--- src/rtl/bank_act_ctrl.sv ---
// Per-bank activate controller: open-row table, PRE/ACT/CAS sequencing
// with tRCD/tRP/tRRD/tFAW/tRTP/tWR spacing and open/closed page policy.
`timescale 1ns/1ps
module bank_act_ctrl #(
    parameter int NUM_BANKS   = 16,
    parameter int RA_WIDTH    = 15,
    parameter int tRCD        = 11,
    parameter int tRP         = 11,
    parameter int tRRD        = 4,
    parameter int tFAW        = 16,
    parameter int tRTP        = 6,
    parameter int tWR         = 12,
    parameter int PAGE_POLICY = 0
) (
    input  logic                         clock_t,
    input  logic                         reset_n,
    input  logic                         req_valid,
    output logic                         req_ready,
    input  logic [$clog2(NUM_BANKS)-1:0] req_bank,
    input  logic [RA_WIDTH-1:0]          req_row,
    input  logic [7:0]                   wr_delay,
    input  logic                         last_cas_write,
    input  logic                         cas_idle,
    output logic                         act_rdy,
    output logic [$clog2(NUM_BANKS)-1:0] act_bank,
    output logic [RA_WIDTH-1:0]          act_row,
    output logic                         pre_rdy,
    output logic [$clog2(NUM_BANKS)-1:0] pre_bank,
    output logic                         cas_rdy,
    output logic [$clog2(NUM_BANKS)-1:0] cas_bank,
    output logic                         cas_ap,
    output logic                         act_idle
);

    localparam int BW = $clog2(NUM_BANKS);
    localparam int CW = 16;
    localparam logic [CW-1:0] TRCD_M1 = CW'(tRCD > 1 ? tRCD - 1 : 0);
    localparam logic [CW-1:0] TRP_M1  = CW'(tRP > 1 ? tRP - 1 : 0);
    localparam logic [CW-1:0] FAW_M1  = CW'(tFAW > 1 ? tFAW - 1 : 0);
    localparam logic [CW-1:0] TRRD_C  = CW'(tRRD);
    localparam logic [9:0]    TWR_C   = 10'(tWR);
    localparam logic [9:0]    TRTP_C  = 10'(tRTP);
    localparam logic          CLOSED  = (PAGE_POLICY != 0);

    typedef enum logic [3:0] {
        IDLE, CHECK, PRE_WAIT_DATA, PRE_WAIT, PRE_CMD,
        TRP, ACT_WAIT, TRCD, CAS
    } state_e;

    state_e                state_q, state_d;
    logic [BW-1:0]         bank_q, bank_d;
    logic [RA_WIDTH-1:0]   row_q, row_d;
    logic [CW-1:0]         cnt_q, cnt_d;
    logic [CW-1:0]         rrd_q, rrd_d;
    logic [CW-1:0]         faw_q [4];
    logic [CW-1:0]         faw_d [4];
    logic [NUM_BANKS-1:0]  vld_q, vld_d;
    logic [RA_WIDTH-1:0]   tab_q [NUM_BANKS];
    logic [RA_WIDTH-1:0]   tab_d [NUM_BANKS];

    logic [9:0] n_val;
    logic       hit, rrd_ok, faw_ok, act_ok, cnt_last;
    logic [1:0] faw_sel;

    assign n_val    = last_cas_write ? 10'(wr_delay) + TWR_C + 10'd4 : TRTP_C;
    assign hit      = vld_q[bank_q] && (tab_q[bank_q] == row_q);
    assign rrd_ok   = rrd_q >= TRRD_C;
    assign act_ok   = rrd_ok && faw_ok;
    assign cnt_last = cnt_q <= CW'(1);

    // A zero slot means that ACT has left the four-activate window.
    always_comb begin
        faw_ok  = 1'b0;
        faw_sel = 2'd0;
        for (int k = 3; k >= 0; k--) begin
            if (faw_q[k] == '0) begin
                faw_ok  = 1'b1;
                faw_sel = 2'(k);
            end
        end
    end

    always_ff @(posedge clock_t or negedge reset_n) begin
        if (!reset_n) state_q <= IDLE;
        else          state_q <= state_d;
    end

    always_comb begin
        state_d = state_q;
        unique case (state_q)
            IDLE: if (req_valid) state_d = CHECK;
            CHECK: begin
                if (hit)                 state_d = IDLE;
                else if (!vld_q[bank_q]) state_d = ACT_WAIT;
                else                     state_d = PRE_WAIT_DATA;
            end
            PRE_WAIT_DATA: begin
                if (cas_idle) state_d = (n_val == '0) ? PRE_CMD : PRE_WAIT;
            end
            PRE_WAIT: if (cnt_last) state_d = PRE_CMD;
            PRE_CMD:  state_d = (TRP_M1 == '0) ? ACT_WAIT : TRP;
            TRP:      if (cnt_last) state_d = ACT_WAIT;
            ACT_WAIT: begin
                if (act_ok) state_d = (TRCD_M1 == '0) ? CAS : TRCD;
            end
            TRCD:     if (cnt_last) state_d = CAS;
            CAS:      state_d = IDLE;
            default:  state_d = IDLE;
        endcase
    end

    always_comb begin
        req_ready = 1'b0;
        act_idle  = 1'b0;
        act_rdy   = 1'b0;
        act_bank  = '0;
        act_row   = '0;
        pre_rdy   = 1'b0;
        pre_bank  = '0;
        cas_rdy   = 1'b0;
        cas_bank  = '0;
        cas_ap    = 1'b0;
        unique case (state_q)
            IDLE: begin
                req_ready = 1'b1;
                act_idle  = 1'b1;
            end
            CHECK: begin
                if (hit) begin
                    cas_rdy  = 1'b1;
                    cas_bank = bank_q;
                    cas_ap   = CLOSED;
                end
            end
            PRE_CMD: begin
                pre_rdy  = 1'b1;
                pre_bank = bank_q;
            end
            ACT_WAIT: begin
                if (act_ok) begin
                    act_rdy  = 1'b1;
                    act_bank = bank_q;
                    act_row  = row_q;
                end
            end
            CAS: begin
                cas_rdy  = 1'b1;
                cas_bank = bank_q;
                cas_ap   = CLOSED;
            end
            default: ;
        endcase
    end

    always_comb begin
        bank_d = bank_q;
        row_d  = row_q;
        cnt_d  = cnt_q;
        rrd_d  = rrd_q;
        faw_d  = faw_q;
        vld_d  = vld_q;
        tab_d  = tab_q;
        if (req_ready && req_valid) begin
            bank_d = req_bank;
            row_d  = req_row;
        end
        if (state_q == PRE_WAIT_DATA) cnt_d = CW'(n_val);
        else if (state_q inside {PRE_WAIT, TRP, TRCD}) cnt_d = cnt_q - CW'(1);
        if (pre_rdy) cnt_d = TRP_M1;
        if (act_rdy) cnt_d = TRCD_M1;
        if (act_rdy)     rrd_d = CW'(1);
        else if (!rrd_ok) rrd_d = rrd_q + CW'(1);
        for (int k = 0; k < 4; k++) begin
            if (faw_q[k] != '0) faw_d[k] = faw_q[k] - CW'(1);
        end
        if (act_rdy) faw_d[faw_sel] = FAW_M1;
        if (act_rdy) begin
            vld_d[bank_q] = 1'b1;
            tab_d[bank_q] = row_q;
        end
        if (pre_rdy || (cas_rdy && CLOSED)) vld_d[bank_q] = 1'b0;
    end

    always_ff @(posedge clock_t or negedge reset_n) begin
        if (!reset_n) begin
            bank_q <= '0;
            row_q  <= '0;
            cnt_q  <= '0;
            rrd_q  <= TRRD_C;
            vld_q  <= '0;
            for (int k = 0; k < 4; k++) faw_q[k] <= '0;
            for (int b = 0; b < NUM_BANKS; b++) tab_q[b] <= '0;
        end else begin
            bank_q <= bank_d;
            row_q  <= row_d;
            cnt_q  <= cnt_d;
            rrd_q  <= rrd_d;
            vld_q  <= vld_d;
            faw_q  <= faw_d;
            tab_q  <= tab_d;
        end
    end

endmodule
--- config.mk ---
export PLATFORM = sky130hd
export DESIGN_NAME = bank_act_ctrl
export DESIGN_NICKNAME = d
export VERILOG_FILES = /design/src/rtl/bank_act_ctrl.sv
export SDC_FILE = /design/constraint.sdc
export NUM_CORES = 1
export LEC_CHECK = 0
export BUFFER_PORTS_ARGS = -buffer_cell sky130_fd_sc_hd__buf_2
export CAP_MARGIN = 25
export CORE_ASPECT_RATIO = 0.5
export CORE_MARGIN = 1.5
export CORE_UTILIZATION = 30
export DETAILED_ROUTE_END_ITERATION = 12
export PLACE_DENSITY = 0.45
export SKIP_LAST_GASP = 1
export SYNTH_ARGS = -nofsm -noshare
export SYNTH_HDL_FRONTEND = slang
export SYNTH_SLANG_ARGS = --single-unit
--- constraint.sdc ---
create_clock -name clock_t -period 4.6 [get_ports clock_t]
set_input_delay 1.15 -clock clock_t [delete_from_list [all_inputs] [get_ports clock_t]]
set_output_delay 1.15 -clock clock_t [all_outputs]
set_load 0.05 [all_outputs]
Word-level counts from Yosys, hierarchy flattened
Index checks and enable logic that the tools add are counted.
Storage, ports and cells
  logic and storage cells: 142
  register bits: 375
  input port bits: 32
  output and inout bits: 33
Cells by class
  bitwise logic cells: 8
  multiplexer cells: 57
  add/sub/neg operators: 8
  reduce and logical (&&, ||, !) cells: 19
  equality and inequality tests: 16
  order comparisons: 8
Operator list (count)
  bitwise mux 240 bit: 1
  two-way mux 16 bit: 13
  subtractor 16 x 1 -> 16 bit, second input constant: 5
  two-way mux 15 bit: 5
  zero test 16 bit: 4
  two-way mux 64 bit: 1
  nonzero test 16 bit: 4
  binary-select mux 15 bit (select 4 bit): 1
  demux 15 bit (select 4 bit): 1
  AND 48 bit: 1
  inverter 48 bit: 1
  two-way mux 4 bit: 10
  demux 16 bit (select 2 bit): 1
  OR 16 bit: 2
  one-hot mux 4 bit (8 select lines): 1
  adder 16 x 1 -> 16 bit, second input constant: 1
  AND 16 bit: 1
  equality test 4 x 3 -> 1 bit, second input constant: 4
  greater-or-equal comparator 16 x 3 -> 1 bit, second input constant: 1
  <= comparator 16 x 1 -> 1 bit, second input constant: 1
  inverter 16 bit: 1
  equality test 15 bit: 1
  inequality test 2 bit, second input constant: 7
  two-way mux 1 bit: 11
  26 further kinds: 37

Depth between registers and ports, before layout
Gate-level depths: netlist of the first run.
  depth after elaboration: 13
  gate-level depth with buffers: 11
  depth with buffers taken out: 9

Worst setup path after synthesis of the first run
Ideal clock, no wire load.
  path kind: reg-to-output
  start: register bank_q[0]
  end: output port cas_bank[0]
  stages on the path, launching flop included: 12
  arrival: 3.442 ns
  path slack: 0.008 ns
  required time: 3.450 ns
  buffers on the path: 4
  cell sequence: dfrtp_1 -> clkbuf_1 -> buf_2 -> buf_2 -> buf_2 -> mux2i_1 -> nand3_1 -> a311oi_1 -> o22ai_1 -> o22ai_1 -> nand4_1 -> o21ai_0
On the way
  cells in the longest elaborated chain, start to end: 8
RTL lines
  start, declared: line 51  | logic [BW-1:0] bank_q, bank_d;
  start signal, assigned: line 194  | bank_q <= bank_d;
  inverter 4 -> 5 bit (not written as such): line 66  | assign hit = vld_q[bank_q] && (tab_q[bank_q] == row_q);
  binary-select mux 15 bit (select 4 bit): line 66
  two-way mux 15 bit (not written as such) (2 in a row): line 66
  equality test 15 bit: line 66
  logical AND 1 bit: line 66
  two-way mux 4 bit: line 129  | if (hit) begin
  one-hot mux 4 bit (2 select lines) (*): line 123  | unique case (state_q)
  end, declared: line 30  | output logic [$clog2(NUM_BANKS)-1:0] cas_bank,
Mark *: on every way between the ends. The rest lies on a longest branch, timed or not. The select of a mux whose other input is x is not followed.

Worst setup path after layout of the first run
  start: register bank_q[0]
  end: output port cas_rdy
On the way
  cells in the longest elaborated chain, start to end: 8
RTL lines
  inverter 4 -> 5 bit (not written as such): line 66
  binary-select mux 15 bit (select 4 bit): line 66
  two-way mux 15 bit (not written as such) (2 in a row): line 66
  equality test 15 bit: line 66
  logical AND 1 bit (*): line 66
  two-way mux 1 bit (*): line 129
  one-hot mux 1 bit (2 select lines) (*): line 123
  end, declared: line 29  | output logic cas_rdy,
Marks and branches as above.

==> flow_metrics.env, run 1 <==
export IMPL_critical_path_class="flop to primary output"
export IMPL_synth_xor_area_share_pct=3.405
export IMPL_ys_types=78
export IMPL_critical_path_peak_fanout=13
export IMPL_grt_first_pass_wirelength_um=76560
export IMPL_worstSetupStartpoint="bank_q[0]$_DFFE_PN0P_"
export IMPL_synth_top_family_by_area="multiplexers"
export IMPL_die_h_um=177.5
export IMPL_slew_headroom_pct=36.31
export IMPL_layout_worst_path_cycle_share_pct=97.11
export IMPL_core_um2=59670
export IMPL_postSynthCellCount=1433
export IMPL_drv_cap=0
export IMPL_synthSimpleGateAreaFrac_pct=10.23
export IMPL_placed_cell_area_um2=19690
export IMPL_worstPathRequired_ps=3450
export IMPL_syn_mean_instance_area_um2=12.75
export IMPL_cpPeakStageDelay_ps=510
export IMPL_grt_overflow=0
export IMPL_globalplace_congestion=0.7808
export IMPL_synthMuxAreaShare_pct=25.23
export IMPL_start_kind="flop"
export IMPL_crit_buf_inv=3
export IMPL_wl_um=49030
export IMPL_cpMostUsedCell="buf_4"
export IMPL_nFillCells=5751
export IMPL_yosys_warnings=0
export IMPL_cellLeakagePower_nw=10.08
export IMPL_setup_viol=0
export IMPL_drc=0
export IMPL_yosysSeqAreaShare_pct=51.38
export IMPL_die_w_um=352.0
export IMPL_drive_above_1_share_pct=34.46
export IMPL_utilization_pct=35.81
export IMPL_synth_compound_area_share_pct=5.494
export IMPL_ant_nets=0
export IMPL_numPlacedInstances=2269
export IMPL_grt_pass1_vias=12580
export IMPL_io_pins=65
export IMPL_worstHoldPathType="flop to flop"
export IMPL_cp_num_cells=8
export IMPL_num_vias=11780
export IMPL_crit_family="compound AO/OA/AOI/OAI gates"
export IMPL_htree_levels=2
export IMPL_cts_tree="done"
export IMPL_cts_sinks=375
export IMPL_rr_startpoint="faw_q[32]$_DFF_PN0_"
export IMPL_antenna_found_initial=1
export IMPL_switching_share_pct=36.53
export IMPL_r2r_end="tab_q[136]$_DFFE_PN0P_"
export IMPL_fin_crit_ps=4467
export IMPL_synth_area_leaders="dfrtp_1 (51%), mux2_2 (14%), mux4_2 (5.2%)"
export IMPL_drtPass1Iterations=5
export IMPL_synth_edf_count=0
export IMPL_cts_buffers=40
export IMPL_tightest_slew_ps=955.3
export IMPL_dr_first_iter_drc_count=710
export IMPL_design_area_um2=21370
export IMPL_hpwl_um=31370
export IMPL_clock_path_buffers=3
export IMPL_die_area_um2=62460
export IMPL_skew_ps=25.92
export IMPL_status="finished, final reports clean"
export IMPL_p_sw_mw=4.237
export IMPL_hold_viol_final=0
export IMPL_rrSetupSlack_ps=990
export IMPL_syn_area_um2=18270
export IMPL_io_buffers=63
export IMPL_p_comb_share_pct=32.0
export IMPL_synth_fa_ha_area_share_pct=0.8220
export IMPL_synth_ff_latch_count=375
export IMPL_clk_pin_slew_ps=60
export IMPL_final_cells=2354
export IMPL_synth_top_area_share_pct=51.24
export IMPL_power_frac_seq_pct=39.0
export IMPL_crit_path_end="cas_rdy"
export IMPL_globalRouteTotalUtil_pct=15.86
export IMPL_wl_per_cell_um=20.83
export IMPL_fmax_mhz=223.9
export IMPL_cts_hold_buffers=0
export IMPL_grt_start_max_net_pins=101
export IMPL_ir_drop_mv=0.2561
export IMPL_synth_async_reset_ratio_pct=100.0
export IMPL_nNetsFinal=1555
export IMPL_syn_to_final_growth_pct=16.98
export IMPL_crit_path_top_delay_cell="dfrtp_4"
export IMPL_rows=63
export IMPL_arrival_ps=3320
export IMPL_finalMaxSlewViolations=0
export IMPL_synth_area_leader_cell="dfrtp_1"
export IMPL_initial_core_util_pct=30.61
export IMPL_path_cells="buf_4, bufbuf_16, mux4_2, a31oi_1, nand4_1, a211o_4, o21bai_1, buf_4"
export IMPL_clock_power_share_pct=29.0
export IMPL_end_kind="primary output"
export IMPL_cts_root_buffer="clkbuf_16"
export IMPL_synthFlopType="dfrtp_1"
export IMPL_powerDensity_nw_per_um2=542.9
export IMPL_reg2reg_depth=10
export IMPL_synth_fp_nets=1477
export IMPL_power_internal_mw=7.362
export IMPL_vias_per_cell=5.004
export IMPL_worstSkewPairLatency_ps=550
[routing by layer]
metal	global-route usage, %	up-vias	share of wire [%]
met2	26.53	168	47
li1	-	5341	-
met5	0	-	0
met4	3.608	0	1.8
met3	3.620	67	4.5
met1	20.92	6204	46
[registers in the layout, indices dropped and copies added, names as in the netlist]
signal   flops
tab_q      240
state_q      4
rrd_q       16
faw_q       64
bank_q       4
cnt_q       16
row_q       15
vld_q       16
[synthesized netlist by cell type (10+ instances only)]
cell / n
a21oi_1: 31
a22oi_1: 24
and2_1: 23
and3_1: 11
buf_2: 24
buf_6: 10
clkbuf_1: 52
dfrtp_1: 374
ha_1: 12
inv_1: 25
mux2_1: 23
mux2_2: 224
mux2_4: 14
mux2i_1: 67
mux4_2: 42
nand2_1: 70
nand3_1: 20
nand4_1: 11
nor2_1: 62
nor2b_1: 21
nor3_1: 33
nor4_1: 19
o21ai_0: 18
xnor2_1: 37
xor2_1: 34
[cells in the final DEF (no fill, tap or decap), types with 32 or more instances in the layout]
cell type  Yosys  layout
buf_4          9      59
mux2i_1       67      67
mux4_2        42      42
mux2_2       224     224
nor2_1        62      61
clkbuf_16      0      42
buf_2         24      57
nand2_1       70      70
nor3_1        33      32
xor2_1        34      34
dfrtp_1      374     372
xnor2_1       37      37
[area by class of cell]
cell class | count | area, um^2 | share of cell area [%]
Sequential cell | 375 | 9393 | 43.96
Tap cell | 812 | 1016 | 4.755
Clock inverter | 14 | 161.4 | 0.7554
Timing Repair Buffer | 139 | 1169 | 5.469
Multi-Input combinational cell | 929 | 8325 | 38.96
Inverter | 26 | 100.1 | 0.4685
Clock buffer | 58 | 1200 | 5.616
Antenna cell | 1 | 2.502 | 0.01171
[power by group through the flow]
stage	clock (mW)	sequential (mW)	combinational, mW
6_report	3.36	4.53	3.71
5_1_grt	3.61	4.62	4.06
4_1_cts	3.47	4.53	3.68
3_5_place_dp	0	4.66	3.39
3_3_place_gp	0	4.61	3.32
2_1_floorplan	0	4.17	2.58
[worst min path at each step]
stage / end / from / slack, ps / cells after the start
2_1_floorplan: faw_q[13]$_DFF_PN0_ / faw_q[13]$_DFF_PN0_ / 430 / 1
3_3_place_gp: faw_q[13]$_DFF_PN0_ / faw_q[13]$_DFF_PN0_ / 450 / 1
3_5_place_dp: faw_q[63]$_DFF_PN0_ / faw_q[63]$_DFF_PN0_ / 450 / 1
4_1_cts: faw_q[63]$_DFF_PN0_ / faw_q[63]$_DFF_PN0_ / 470 / 1
5_1_grt: faw_q[30]$_DFF_PN0_ / faw_q[30]$_DFF_PN0_ / 490 / 1
6_report: faw_q[63]$_DFF_PN0_ / faw_q[63]$_DFF_PN0_ / 460 / 1
[timing repair]
item,CTS,global route
hold endpoints to repair,0,0
pin swaps,0,3
gates resized for setup,13,20
buffers inserted,6,3
endpoints found under the setup margin,5,8
gates cloned,2,1
[through the flow]
step	setup TNS [ps]	worst slack [ps]	power (mW)	hold slack, ps
after floorplan	0	8.397	6.751	434.8
after global placement	0	249.8	7.934	447.6
after detailed placement	0	220.5	8.049	454.2
after CTS	0	13.58	11.68	466.5
after global routing	-8.017	-4.884	12.30	491.6
final	0	133.0	11.60	462.0
[cells by family after synthesis]
kind of cell             Yosys count
flip-flops                       375
XOR/XNOR                          71
AND/OR/NAND/NOR                  333
adder cells (fa/ha/maj)           12
buffers and inverters            129
multiplexers                     370
AO/OA/AOI/OAI                    142
other                              1
(Power assumes the default switching activity.)
==> run 2, diff against run 1 <==
--- a/config.mk
+++ b/config.mk
@@ -8,7 +8,6 @@
 export BUFFER_PORTS_ARGS = -buffer_cell sky130_fd_sc_hd__buf_2
 export CAP_MARGIN = 25
 export CORE_ASPECT_RATIO = 0.5
-export CORE_MARGIN = 1.5
 export CORE_UTILIZATION = 30
 export DETAILED_ROUTE_END_ITERATION = 12
 export PLACE_DENSITY = 0.45
==> constraint.sdc (replaced) <==
create_clock -name clock_t -period 4.3 [get_ports clock_t]
set_input_delay 1.075 -clock clock_t [delete_from_list [all_inputs] [get_ports clock_t]]
set_output_delay 1.075 -clock clock_t [all_outputs]
set_load 0.05 [all_outputs]
==> run 2 against run 1 <==
  * Hold slack got worse by 0.68 ps
  * Non-clock buffer count grew 22
  * Global-route usage up 0.26 points
  * Critical path type unchanged
  * Critical endpoint is now cas_bank[2]
  * Largest cell class unchanged
  * Largest power group unchanged
==> flow_metrics.env, run 2 (same netlist as run 1, synthesis figures left out) <==
export IMPL_holdPathStages=1
export IMPL_register_area_um2=9395
export IMPL_critical_path_class="flop to primary output"
export IMPL_tightest_slew_ps=920.3
export IMPL_layout_commonest_cell="dfrtp_1"
export IMPL_start_kind="flop"
export IMPL_rsz0062_at_grt="true"
export IMPL_die_w_um=351.0
export IMPL_rrSetupSlack_ps=650
export IMPL_worstHoldStart="faw_q[29]$_DFF_PN0_"
export IMPL_grt_first_pass_wirelength_um=76900
export IMPL_cts_root_buffer="clkbuf_16"
export IMPL_end_kind="primary output"
export IMPL_critical_path_peak_fanout=7
export IMPL_ir_drop_mv=0.2788
export IMPL_ant_nets=0
export IMPL_hold_viol_final=0
export IMPL_cts_buffers=40
export IMPL_placed_cell_area_um2=19780
export IMPL_syn_to_final_growth_pct=18.97
export IMPL_utilization_pct=36.42
export IMPL_htree_levels=2
export IMPL_io_buffers=63
export IMPL_drc=0
export IMPL_wl_per_cell_um=20.87
export IMPL_crit_buf_inv=3
export IMPL_worstPathRequired_ps=3220
export IMPL_crit_path_top_delay_cell="dfrtp_4"
export IMPL_io_pins=65
export IMPL_fin_crit_ps=4281
export IMPL_design_area_um2=21730
export IMPL_wl_um=49550
export IMPL_dr_first_iter_drc_count=618
export IMPL_cellLeakagePower_nw=10.20
export IMPL_layout_worst_path_cycle_share_pct=99.57
export IMPL_num_vias=11870
export IMPL_cpPeakStageDelay_ps=530
export IMPL_arrival_ps=3210
export IMPL_globalplace_congestion=0.7865
export IMPL_drtPass1Iterations=5
export IMPL_cts_sinks=375
export IMPL_clk_pin_slew_ps=60
export IMPL_skew_ps=12.04
export IMPL_cts_tree="done"
export IMPL_initial_core_util_pct=30.61
export IMPL_rr_startpoint="faw_q[32]$_DFF_PN0_"
export IMPL_final_cells=2374
export IMPL_status="finished, final reports clean"
export IMPL_worstHoldPathType="flop to flop"
export IMPL_slew_headroom_pct=37.78
export IMPL_powerDensity_nw_per_um2=577.8
export IMPL_drive_above_1_share_pct=37.03
export IMPL_crit_family="compound AO/OA/AOI/OAI gates"
export IMPL_final_cell_mix="dfrtp_1 (370), mux2_2 (224), buf_4 (88)"
export IMPL_whs_ps=461.3
export IMPL_clock_path_buffers=3
export IMPL_multi_input_area_um2=8454
export IMPL_setup_viol=0
export IMPL_core_um2=59670
export IMPL_fmax_mhz=233.6
export IMPL_top_regs="tab_q (240), faw_q (64)"
export IMPL_rows=63
export IMPL_worstSkewPairLatency_ps=540
export IMPL_antenna_found_initial=2
export IMPL_nFillCells=5730
export IMPL_holdPathEnd="faw_q[29]$_DFF_PN0_"
export IMPL_grt_start_max_net_pins=100
export IMPL_path_cells="buf_12, buf_4, mux4_2, nand2_1, a31oi_1, xnor2_1, nand4_1, a211o_4, o21ai_2, buf_6"
export IMPL_r2r_end="tab_q[80]$_DFFE_PN0P_"
export IMPL_largest_reg_flops=240
export IMPL_drv_cap=0
export IMPL_hpwl_um=31560
export IMPL_die_area_um2=61930
export IMPL_largest_register="tab_q"
export IMPL_grt_pass1_vias=12570
export IMPL_finalMaxSlewViolations=0
export IMPL_nNetsFinal=1577
export IMPL_globalRouteTotalUtil_pct=16.12
export IMPL_reg2reg_depth=12
export IMPL_die_h_um=176.5
export IMPL_vias_per_cell=4.999
export IMPL_numPlacedInstances=2275
export IMPL_grt_overflow=0
==> run 2: cell count changes in the layout (fill, tap and decap cells not counted), sizes merged <==
| cell | change |
|---|---|
| buf | +22 |
| clkbuf | -9 |
| clkinv | +6 |
| clkinvlp | +3 |
| inv | -2 |
==> run 2: metal layers <==
layer | global-route usage [%] | vias to the layer above | share of wire, %
met1 | 22.02 | 6223 | 47
met2 | 26.85 | 197 | 48
met4 | 3.584 | 0 | 1.8
li1 | - | 5385 | -
met3 | 2.581 | 63 | 3.5
met5 | 0 | - | 0
==> run 2: how the worst max path moves through the flow <==
stage / depth (start not counted) / start / endpoint
3_5_place_dp: 11 / bank_q[2]$_DFFE_PN0P_ / cas_rdy
4_1_cts: 11 / bank_q[0]$_DFFE_PN0P_ / cas_rdy
6_report: 10 / bank_q[0]$_DFFE_PN0P_ / cas_bank[2]
3_3_place_gp: 11 / bank_q[2]$_DFFE_PN0P_ / cas_bank[2]
2_1_floorplan: 11 / bank_q[0]$_DFFE_PN0P_ / cas_rdy
5_1_grt: 9 / bank_q[0]$_DFFE_PN0P_ / cas_rdy
==> run 2: area by class of cell <==
| type | count | share of cell area, % |
|---|---|---|
| clock buffer | 49 | 5.136 |
| tap | 812 | 4.675 |
| timing repair buffer | 161 | 6.702 |
| antenna | 1 | 0.01152 |
| inverter | 26 | 0.4491 |
| multi-input combinational | 929 | 38.90 |
| clock inverter | 21 | 0.8867 |
| sequential | 375 | 43.23 |
==> run 2: worst register-to-register path, stage by stage (launching register included) <==
cell and delay (ps):
dfrtp_2 440, inv_1 70, ha_2 200, or4b_4 510, nor2_4 140, nand4_1 210, a41oi_4 300, buf_12 160
buf_4 120, bufbuf_16 280, and3_1 380, buf_4 360, mux2_2 380
==> run 2: per-stage QoR <==
| stage | power, mW | setup TNS, ps | setup WS, ps |
|---|---|---|---|
| 2_1_floorplan | 7.222 | 0 | 140.7 |
| 3_3_place_gp | 8.614 | 0 | 202.6 |
| 3_5_place_dp | 8.735 | 0 | 146.5 |
| 4_1_cts | 12.59 | -48.68 | -40.22 |
| 5_1_grt | 13.28 | -422.2 | -94.32 |
| 6_report | 12.56 | 0 | 18.60 |
==> run 2: where the power goes <==
part / total (mW) / internal, mW / leakage (nW) / switching (mW)
sequential: 4.82 / 4.06 / 5.07 / 0.763
combinational: 4.24 / 1.85 / 4.49 / 2.39
clock: 3.49 / 2.03 / 0.645 / 1.47
==> run 2: what timing repair did <==
| action | CTS | global route |
|---|---|---|
| pin swaps | 6 | 23 |
| gates resized for setup | 46 | 52 |
| buffers inserted | 15 | 10 |
| hold buffers | 0 | 0 |
| gates cloned | 2 | 2 |
| setup endpoints to repair | 25 | 25 |
==> run 3, diff against run 2 <==
--- a/config.mk
+++ b/config.mk
@@ -7,7 +7,8 @@
 export LEC_CHECK = 0
 export BUFFER_PORTS_ARGS = -buffer_cell sky130_fd_sc_hd__buf_2
 export CAP_MARGIN = 25
-export CORE_ASPECT_RATIO = 0.5
+export CORE_ASPECT_RATIO = 1.2
+export CORE_MARGIN = 4
 export CORE_UTILIZATION = 30
 export DETAILED_ROUTE_END_ITERATION = 12
 export PLACE_DENSITY = 0.45
==> run 3 against run 2 <==
  * The run now ends with negative setup slack left
  * Wire length up 6.2%
  * Utilization about the same
  * Sequential share of layout area down 0.23 points
  * Maximum frequency down 1.2%
  * Sequential power down 1%
  * Power up 2.9%
  * Critical path depth up 1
  * Largest cell class unchanged
  * Final cell count down 0.17%
  * Count of clock-buffer cells in the layout up 23
  * Largest power group unchanged
  * Flip-flop and latch count unchanged
==> flow_metrics.env, run 3 (same netlist as run 1, synthesis figures left out) <==
export IMPL_status="complete, but fails checks"
export IMPL_violations="negative setup slack"
export IMPL_fin_crit_ps=4333
export IMPL_grt_start_max_net_pins=89
export IMPL_worstPathRequired_ps=3220
export IMPL_initial_core_util_pct=30.46
export IMPL_arrival_ps=3260
export IMPL_clock_path_buffers=3
export IMPL_largest_register="tab_q"
export IMPL_io_pins=65
export IMPL_cts_sinks=375
export IMPL_ant_nets=0
export IMPL_start_kind="flop"
export IMPL_ir_drop_mv=0.3275
export IMPL_grt_pass1_vias=12550
export IMPL_top_regs="tab_q (240), faw_q (64)"
export IMPL_grt_first_pass_wirelength_um=80450
export IMPL_critical_path_class="flop to primary output"
export IMPL_design_area_um2=21840
export IMPL_multi_input_area_um2=8404
export IMPL_grt_overflow=0
export IMPL_setup_ws_ps=-32.59
export IMPL_worstSkewPairLatency_ps=570
export IMPL_die_w_um=233.2
export IMPL_largest_reg_flops=240
export IMPL_worstHoldPathType="flop to flop"
export IMPL_drtPass1Iterations=5
export IMPL_slew_headroom_pct=41.67
export IMPL_globalRouteTotalUtil_pct=16.14
export IMPL_rsz0062_at_grt="true"
export IMPL_nFillCells=5851
export IMPL_p_total_mw=12.92
export IMPL_core_um2=59960
export IMPL_whs_ps=463.5
export IMPL_register_area_um2=9393
export IMPL_cts_root_buffer="clkbuf_16"
export IMPL_fmax_mhz=230.8
export IMPL_cts_buffers=45
export IMPL_syn_to_final_growth_pct=19.57
export IMPL_htree_levels=2
export IMPL_finalMaxSlewViolations=0
export IMPL_die_h_um=278.3
export IMPL_io_buffers=63
export IMPL_rr_startpoint="faw_q[32]$_DFF_PN0_"
export IMPL_rows=98
export IMPL_antenna_found_initial=4
export IMPL_dr_first_iter_drc_count=540
export IMPL_vias_per_cell=4.985
export IMPL_final_cell_mix="dfrtp_1 (372), mux2_2 (224), buf_4 (77)"
export IMPL_wl_um=52630
export IMPL_end_kind="primary output"
export IMPL_worstSetupStartpoint="bank_q[0]$_DFFE_PN0P_"
export IMPL_cellLeakagePower_nw=10.25
export IMPL_layout_commonest_cell="dfrtp_1"
export IMPL_drv_cap=0
export IMPL_num_vias=11820
export IMPL_worstHoldStart="faw_q[53]$_DFF_PN0_"
export IMPL_nNetsFinal=1580
export IMPL_drc=0
export IMPL_drive_above_1_share_pct=36.35
export IMPL_skew_ps=16.09
export IMPL_tightest_slew_ps=862.8
export IMPL_setup_viol=5
export IMPL_cts_tree="done"
export IMPL_die_area_um2=64910
export IMPL_layout_worst_path_cycle_share_pct=100.8
export IMPL_placed_cell_area_um2=19860
export IMPL_critical_path_peak_fanout=10
export IMPL_globalplace_congestion=0.7837
export IMPL_clk_pin_slew_ps=60
export IMPL_wl_per_cell_um=22.21
export IMPL_utilization_pct=36.42
export IMPL_powerDensity_nw_per_um2=591.4
export IMPL_hpwl_um=34240
export IMPL_cts_hold_buffers=0
export IMPL_hold_viol_final=0
-- run 3: layer usage --
metal	global-route usage [%]	vias to the layer above	routed length [um]
li1	-	5372	-
met1	21.31	6153	23170
met2	27.64	226	26180
met3	2.856	64	2168
met4	3.741	0	1105
met5	0	-	0
-- run 3: worst paths after layout --
kind                                          end  slack, ps  depth (start not counted)
min in group asynchronous     faw_q[27]$_DFF_PN0_        470                          1
setup reg to reg           tab_q[128]$_DFFE_PN0P_        920                         10
hold reg to reg               faw_q[53]$_DFF_PN0_        460                          1
max in group asynchronous   tab_q[21]$_DFFE_PN0P_       2730                          3
hold / removal                faw_q[53]$_DFF_PN0_        460                          1
setup / recovery                      cas_bank[0]        -30                         11
-- run 3: cell type report --
type | instances | share of cell area (%)
Inverter | 26 | 0.4583
Tap cell | 800 | 4.583
Multi-Input combinational cell | 929 | 38.48
Timing Repair Buffer | 159 | 6.290
Antenna cell | 2 | 0.02292
Clock inverter | 7 | 0.6531
Clock buffer | 72 | 6.502
Sequential cell | 375 | 43.01
-- run 3: worst max-delay path, stage by stage, from the launching register on --
cell	delay, ps
dfrtp_4	530
buf_4	170
nor2b_1	180
buf_6	190
a22oi_2	90
a21o_1	170
a221oi_1	340
buf_4	190
nand2_1	70
a211o_4	390
o21ai_1	180
buf_6	180
-- run 3: repair_timing --
action	4_1_cts	5_1_grt
buffers inserted	4	8
gates resized for setup	31	39
gates cloned	1	1
pin swaps	2	5
endpoints found under the setup margin	20	24
-- run 3: report_power, final --
group / internal, mW / leakage, nW / switching [mW]
Sequential: 4.06 / 5.07 / 0.690
Combinational: 1.74 / 4.41 / 2.45
Clock: 2.49 / 0.768 / 1.49
Total: 8.29 / 10.3 / 4.63
-- run 3: metrics by stage --
stage / setup slack (ps) / TNS [ps] / cells
2_1_floorplan: 140.7 / 0 / 1433
3_3_place_gp: -6.722 / -11.48 / 2275
3_5_place_dp: -5.654 / -5.654 / 2275
4_1_cts: -94.08 / -440.4 / 2359
5_1_grt: -179.8 / -793.0 / 2369
6_report: -32.59 / -142.0 / 2370
